File: config.mk
export PLATFORM = sky130hd
export DESIGN_NAME = branch_update_scheduler
export DESIGN_NICKNAME = d
export VERILOG_FILES = /design/src/rtl/branch_update_scheduler.sv
export SDC_FILE = /design/constraint.sdc
export NUM_CORES = 1
export LEC_CHECK = 0
export ABC_AREA = 0
export CELL_PAD_IN_SITES_DETAIL_PLACEMENT = 1
export CELL_PAD_IN_SITES_GLOBAL_PLACEMENT = 1
export CORE_MARGIN = 2
export CORE_UTILIZATION = 47
export DETAILED_ROUTE_END_ITERATION = 12
export PLACE_DENSITY = 0.81
export SYNTH_ARGS = -nofsm -noshare
export SYNTH_HDL_FRONTEND = slang
export SYNTH_SLANG_ARGS = --single-unit
File: constraint.sdc
create_clock -name clk_i -period 2.6 [get_ports clk_i]
set_input_delay 0.26 -clock clk_i [delete_from_list [all_inputs] [get_ports clk_i]]
set_output_delay 0.26 -clock clk_i [all_outputs]
set_load 0.01 [all_outputs]
File: src/rtl/branch_update_scheduler.sv
// Branch update scheduler: serialises resolved-branch writes and invalidate sweeps into the branching buffer.
// Latency: an event accepted at edge N is presented on upd_* in the following cycle (no combinational bypass).
// Backpressure: full_o while DEPTH events are held; a push while full is dropped. Optional stats via BRANCH_SCHED_STATS_EN.
module branch_update_scheduler #(
    parameter int IDX_W = 10,
    parameter int TGT_W = 32,
    parameter int DEPTH = 4
) (
    input  logic             clk_i,
    input  logic             reset_i,
    input  logic             res_valid_e_i,
    input  logic [IDX_W-1:0] pc_e_i,
    input  logic [TGT_W-1:0] pc_target_e_i,
    input  logic             pc_src_res_e_i,
    input  logic             target_match_i,
    input  logic [1:0]       local_src_i,
    input  logic             flush_req_i,
    output logic             upd_valid_o,
    output logic [IDX_W-1:0] upd_idx_o,
    output logic [TGT_W-1:0] upd_target_o,
    output logic             upd_taken_o,
    output logic             upd_match_o,
    output logic [1:0]       upd_local_src_o,
    output logic             inv_valid_o,
    output logic [IDX_W-1:0] inv_idx_o,
    output logic             busy_o,
    output logic             full_o,
    output logic             sweep_done_o
`ifdef BRANCH_SCHED_STATS_EN
    ,
    output logic [31:0]      upd_cnt_o,
    output logic [15:0]      drop_cnt_o,
    output logic [15:0]      flush_cnt_o
`endif
);

    localparam int SIDX_W = IDX_W + 1;
    localparam int PTR_W  = $clog2(DEPTH);
    localparam int CNT_W  = PTR_W + 1;
    localparam logic [SIDX_W-1:0] LAST_IDX = {1'b0, {IDX_W{1'b1}}};
    localparam logic [CNT_W-1:0]  FULL_CNT = CNT_W'(DEPTH);

    typedef enum logic {
        SWEEP = 1'b0,
        RUN   = 1'b1
    } state_e;

    typedef struct packed {
        logic [IDX_W-1:0] idx;
        logic [TGT_W-1:0] tgt;
        logic             taken;
        logic             match;
        logic [1:0]       lsrc;
    } ent_t;

    state_e            state_q, state_d;
    logic [SIDX_W-1:0] sweep_idx_q, sweep_idx_d;
    logic              sweep_done_q, sweep_done_d;
    logic [PTR_W-1:0]  wr_ptr_q, wr_ptr_d;
    logic [PTR_W-1:0]  rd_ptr_q, rd_ptr_d;
    logic [CNT_W-1:0]  count_q, count_d;
    ent_t              mem_q [DEPTH];
    ent_t              mem_d [DEPTH];

    logic fifo_full;
    logic fifo_empty;
    logic push;
    logic pop;
    logic sweep_last;
    ent_t head;
    ent_t in_ent;

    assign fifo_full  = (count_q == FULL_CNT);
    assign fifo_empty = (count_q == '0);
    assign push       = res_valid_e_i && !fifo_full;
    assign pop        = (state_q == RUN) && !fifo_empty;
    assign sweep_last = (state_q == SWEEP) && (sweep_idx_q == LAST_IDX);
    assign head       = mem_q[rd_ptr_q];
    assign in_ent     = '{idx: pc_e_i, tgt: pc_target_e_i, taken: pc_src_res_e_i,
                          match: target_match_i, lsrc: local_src_i};

    // State register and control/pointer flops; reset returns to a fresh sweep with an empty FIFO
    always_ff @(posedge clk_i) begin
        if (reset_i) begin
            state_q      <= SWEEP;
            sweep_idx_q  <= '0;
            sweep_done_q <= 1'b0;
            wr_ptr_q     <= '0;
            rd_ptr_q     <= '0;
            count_q      <= '0;
        end else begin
            state_q      <= state_d;
            sweep_idx_q  <= sweep_idx_d;
            sweep_done_q <= sweep_done_d;
            wr_ptr_q     <= wr_ptr_d;
            rd_ptr_q     <= rd_ptr_d;
            count_q      <= count_d;
        end
    end

    // Event storage needs no reset: only entries covered by count_q are ever read
    always_ff @(posedge clk_i) begin
        for (int i = 0; i < DEPTH; i++) begin
            mem_q[i] <= mem_d[i];
        end
    end

    // Next state: leave SWEEP after the last index; a flush restarts the sweep from any state
    always_comb begin
        state_d = state_q;
        case (state_q)
            SWEEP:   if (sweep_last) state_d = RUN;
            RUN:     state_d = RUN;
            default: state_d = SWEEP;
        endcase
        if (flush_req_i) begin
            state_d = SWEEP;
        end
    end

    // Sweep index and FIFO bookkeeping; flush empties the FIFO and drops any same-cycle push
    always_comb begin
        sweep_idx_d  = sweep_idx_q;
        sweep_done_d = sweep_last && !flush_req_i;
        wr_ptr_d     = wr_ptr_q;
        rd_ptr_d     = rd_ptr_q;
        count_d      = count_q;
        for (int i = 0; i < DEPTH; i++) begin
            mem_d[i] = mem_q[i];
        end

        if (state_q == SWEEP) begin
            sweep_idx_d = sweep_last ? '0 : sweep_idx_q + SIDX_W'(1);
        end

        if (flush_req_i) begin
            sweep_idx_d = '0;
            wr_ptr_d    = '0;
            rd_ptr_d    = '0;
            count_d     = '0;
        end else begin
            if (push) begin
                mem_d[wr_ptr_q] = in_ent;
                wr_ptr_d        = wr_ptr_q + PTR_W'(1);
            end
            if (pop) begin
                rd_ptr_d = rd_ptr_q + PTR_W'(1);
            end
            case ({push, pop})
                2'b10:   count_d = count_q + CNT_W'(1);
                2'b01:   count_d = count_q - CNT_W'(1);
                default: count_d = count_q;
            endcase
        end
    end

    // Outputs: everything quiet during reset except busy_o; the head entry drives upd_* while popping
    always_comb begin
        upd_valid_o     = !reset_i && pop;
        upd_idx_o       = '0;
        upd_target_o    = '0;
        upd_taken_o     = 1'b0;
        upd_match_o     = 1'b0;
        upd_local_src_o = '0;
        if (upd_valid_o) begin
            upd_idx_o       = head.idx;
            upd_target_o    = head.tgt;
            upd_taken_o     = head.taken;
            upd_match_o     = head.match;
            upd_local_src_o = head.lsrc;
        end
        inv_valid_o  = !reset_i && (state_q == SWEEP);
        inv_idx_o    = inv_valid_o ? sweep_idx_q[IDX_W-1:0] : '0;
        busy_o       = reset_i || (state_q == SWEEP);
        full_o       = !reset_i && fifo_full;
        sweep_done_o = !reset_i && sweep_done_q;
    end

`ifdef BRANCH_SCHED_STATS_EN
    logic [31:0] upd_cnt_q, upd_cnt_d;
    logic [15:0] drop_cnt_q, drop_cnt_d;
    logic [15:0] flush_cnt_q, flush_cnt_d;

    // Statistics counters clear only on reset; flushes leave them running
    always_ff @(posedge clk_i) begin
        if (reset_i) begin
            upd_cnt_q   <= '0;
            drop_cnt_q  <= '0;
            flush_cnt_q <= '0;
        end else begin
            upd_cnt_q   <= upd_cnt_d;
            drop_cnt_q  <= drop_cnt_d;
            flush_cnt_q <= flush_cnt_d;
        end
    end

    // Increment rules: updates wrap naturally, drop and flush counts saturate
    always_comb begin
        upd_cnt_d   = upd_cnt_q + (upd_valid_o ? 32'd1 : 32'd0);
        drop_cnt_d  = drop_cnt_q;
        flush_cnt_d = flush_cnt_q;
        if (res_valid_e_i && fifo_full && (drop_cnt_q != 16'hFFFF)) begin
            drop_cnt_d = drop_cnt_q + 16'd1;
        end
        if (flush_req_i && (flush_cnt_q != 16'hFFFF)) begin
            flush_cnt_d = flush_cnt_q + 16'd1;
        end
    end

    // Counter outputs read zero while reset is held
    always_comb begin
        upd_cnt_o   = reset_i ? '0 : upd_cnt_q;
        drop_cnt_o  = reset_i ? '0 : drop_cnt_q;
        flush_cnt_o = reset_i ? '0 : flush_cnt_q;
    end
`endif

endmodule

== Yosys cells after proc, flatten, opt, wreduce, memory -nomap -nowiden ==
Memory sizes are Yosys's and may differ from the RTL's. A register that Yosys moved wholly into a read port is not among the register bits.
Index checks and enable logic that the tools add are counted.
Operators by class
  reduce and logical (&&, ||, !) cells: 17
  $add $sub $neg: 5
  bitwise gates (word level): 2
  magnitude comparators: 2
  equal/unequal tests: 4
  muxes and demuxes: 17
Operators by type and width (number)
  $mux W184: 2
  $bwmux W184: 1
  $demux W46 S2: 1
  $mux W46: 1
  $mux W32: 1
  $mux W10: 2
  $add A11 B1 Y11 const B: 1
  $eq A11 B10 Y1 const B: 1
  $mux W11: 1
  $logic_and A1 B1 Y1: 9
  $mux W2: 3
  $pmux W3 S2: 1
  $add A2 B1 Y2 const B: 2
  $logic_not A1 Y1: 4
  $add A3 B1 Y3 const B: 1
  $eq A3 B3 Y1 const B: 1
  $ge A3 B3 Y1 const B: 1
  $logic_not A3 Y1: 1
  $lt A3 B1 Y1 const B: 1
  $mux W1: 3
  $not A2 Y3: 1
  $sub A3 B1 Y3 const B: 1
  $eq A2 B1 Y1 const B: 1
  $eq A2 B2 Y1 const B: 1
  5 further kinds: 5
Storage, ports and cells
  output and inout port bits: 61
  memories: 1
  word-level logic and storage cells: 54
  memory bits (writable): 184
  bits in registers: 20
Memories
  mem_q: words 4, width 46, rd ports 5, clocked after Yosys merged registers in 1, write ports 4, RTL line 62  | ent_t mem_q [DEPTH];

== Depth between registers and ports, before layout ==
  depth in word-level cells: 8
  gate-level depth with buffers: 10
  gate-level depth less buffers: 8

== Worst setup path before layout ==
Ideal clock, no wire load.
  path kind: register to register
  from: register count_q[0] (netlist name)
  to: memory mem_q[0][0] in the netlist's numbering (enable)
  clock period less this slack: 2.257 ns
  data required time: 2.192 ns
  cell stages (with the launch flop): 4
  data arrival time: 1.849 ns
  path slack: 0.343 ns
  buffers on the path: 0
  path through: dfxtp_1 -> nor3b_1 -> nor3_1 -> and2_1
RTL lines (RTL line)
  end: declaration: 62

==> out/results.ini <==
[run_status]
outcome = completed

[sta]
rsz0062_at_grt = yes
finalHoldViolCount = 0
finalSetupViolCount = 0
finClkSkew_ps = 15.0
worst_slew_pin_slew_ps = 521
layout_min_cycle_time_ps = 2590
slew_viol_final = 0
slew_headroom_pct = 65.0
fmax_mhz = 386
fin_hold_ws_ps = 412
min_period_over_period_pct = 99.7
fin_ws_ps = 9.05

[power_and_ir_drop]
swShare_pct = 18.8
p_clk_share_pct = 44.5
power_density_nw_per_um2 = 674
intPower_uw = 5680
leakagePower_uw = 0.00339
design_power_total_uw = 7000
peakVddDrop_mv = 0.398
p_seq_share_pct = 52.5
p_switching_uw = 1320
comb_power_share_pct = 3.1

[cells_and_area]
drive_above_1_share_pct = 18.4
area_delta_synth_final_pct = 27.9
layout_common_cells = edfxtp_1, clkdlybuf4s50_1, mux4_2, nor2b_1, clkbuf_16
utilization_pct = 60.9
num-nets-final = 616
stdcell_area_um2 = 10400
n_antenna_cell = 0
final_common_cell = edfxtp_1

[floorplan]
initial_utilization_pct = 47.6
core-area_um2 = 17100
die_y_um = 135
die_x_um = 135
pin_count = 111
rows = 48
die-area_um2 = 18300

[yosys]
netlist_area_um2 = 8110
ys_seq_elements = 206
ys_seq_area_share_pct = 73.5
syn_avg_cell_area_um2 = 18.9
ys.flop_type = edfxtp_1
syn-num-nets = 487
synthCells = 430
synth_edf_count = 184
post_synth_num_cell_types = 40
synth-async-reset-ratio_pct = 0
yosys_warnings = 0

[clock_tree]
clockRootBuffer = clkbuf_16
cts_made_buffers = 22
clk_transition_reported_paths_ps = 60
cts_sinks = 206
insertion_delay_ps = 490
cts_tree = yes
htreeDepth = 1
clk_path_buf_depth = 3

[worst_setup_path]
worst-setup-path-type = reg2out
startpoint_type = flip-flop
cp.required_ps = 2340
crit_path_max_fanout = 9
arrival_ps = 2330
slowest_delay_ps = 500
worst_path_max_delay_cell = mux4_2
cp-end-kind = output pin
cp_cell_sequence = bufbuf_16 -> mux4_2 -> and2b_1 -> clkdlybuf4s50_1

[route]
first_pass_iters = 6
wl_mm = 17.3
drtIter0Drc = 255
vias = 4366
detail_route.vias_per_cell = 5.46
drc = 0
wire_per_inst_um = 21.6
antenna_left = 0

[grt]
gr-usage-all-layers_pct = 19.5
grt_start_max_net_pins = 48
grt_pass1_wl_mm = 26.9
grt_overflow_total = 0
antenna_found_initial = 1
grt_pass1_vias = 4739

[placement]
placed_area_um2 = 9600
hpwl_mm = 10.7
gp_congestion = 0.756
dp_slack_ps = 180
portBuffers = 110

[run]
drv_cap = 0

[hold_path]
min_path_type = in2reg

-- cell usage after synthesis (2+ instances only) --
cell,instances,share of area (%)
o22ai_1,2,0.15
buf_2,4,0.25
a31oi_1,2,0.15
buf_4,4,0.37
and2b_1,12,1.1
nor2b_1,35,2.7
mux4_2,46,13
o21ai_0,5,0.31
nor3_1,7,0.43
edfxtp_1,184,68
nand2_1,7,0.32
nand3_1,4,0.25
nor3b_1,2,0.18
inv_1,10,0.46
nor2_1,10,0.46
xor2_1,7,0.76
and2_1,14,1.1
nand4b_1,3,0.32
dfxtp_1,22,5.4
o31ai_1,4,0.37
nand3b_1,2,0.18
nand2b_1,3,0.23
ha_1,6,0.93
clkbuf_1,10,0.46
or4_1,3,0.28
a21oi_1,6,0.37
or3_1,3,0.23
-- worst max-delay path: cells and delay by family (launching register included) --
family	cells	cell delay [ps]
DFF	1	410
muxes	1	500
buffers and inverters	2	780
and+or+nand+nor	1	160
-- sequential cells by signal, indices dropped and copies added (netlist names), named ones only --
name / count
wr_ptr_q: 2
sweep_done_q: 1
mem_q: 184
sweep_idx_q: 11
count_q: 3
rd_ptr_q: 2
state_q: 1
-- kinds of logic (layout without fill, tap and decap cells) --
family                     after synthesis  count (layout)  synth area share [%]
adders and majority gates                7               7                  1.17
muxes                                   46              46                  12.8
and+or+nand+nor                        110             110                  8.28
DFF                                    206             206                  73.5
xor gates and xnor gates                 7               7                 0.756
buffers and inverters                   30             175                  1.65
AOI/OAI and AO/OA                       24              24                  1.85
-- final timing paths --
kind,from,to,slack (ps),depth (start not counted)
min,pc_target_e_i[0],mem_q[0][4],410,1
min reg2reg,sweep_idx_q[10],sweep_idx_q[10],440,2
max reg2reg,count_q[0],count_q[2],250,8
max,flip-flop,upd_target_o[24],9,4
-- power groups by stage --
stage / logic [uW] / clock network (uW) / registers, uW
finish: 214 / 3110 / 3670
global route: 232 / 3310 / 3670
CTS: 216 / 3170 / 3670
detailed placement: 214 / 0 / 3740
global placement: 202 / 0 / 3740
floorplan: 72.7 / 0 / 3740
-- layer usage --
layer | vias to the layer above | GRT usage [%] | routed length (um)
met5 | - | 0 | 10
met4 | 2 | 5.09 | 275
met3 | 27 | 4.00 | 1040
met2 | 144 | 35.5 | 9150
met1 | 2249 | 23.9 | 6790
li1 | 1944 | - | -
-- through the flow --
stage,TNS [ps],cells
3_5_place_dp,0,758
3_3_place_gp,0,758
4_1_cts,-78.0,800
5_1_grt,-867,800
6_report,0,800
2_1_floorplan,0,430
-- final cells by class --
type / count / area [um^2]
Clock buffer: 28 / 594
Clock inverter: 12 / 133
Fill cell: 1526 / 6680
Inverter: 10 / 37.5
Multi-Input combinational cell: 194 / 2020
Sequential cell: 206 / 5980
Tap cell: 225 / 282
Timing Repair Buffer: 125 / 1330
-- timing repair --
| action | CTS | global route |
|---|---|---|
| buffers inserted | 1 | 0 |
| pin swaps | 0 | 0 |
| endpoints found under the setup margin | 31 | 32 |
| gates cloned | 1 | 0 |
| resized for setup | 7 | 7 |
| hold buffers | 0 | 0 |
Note: power is estimated with default switching activity, not from simulation.
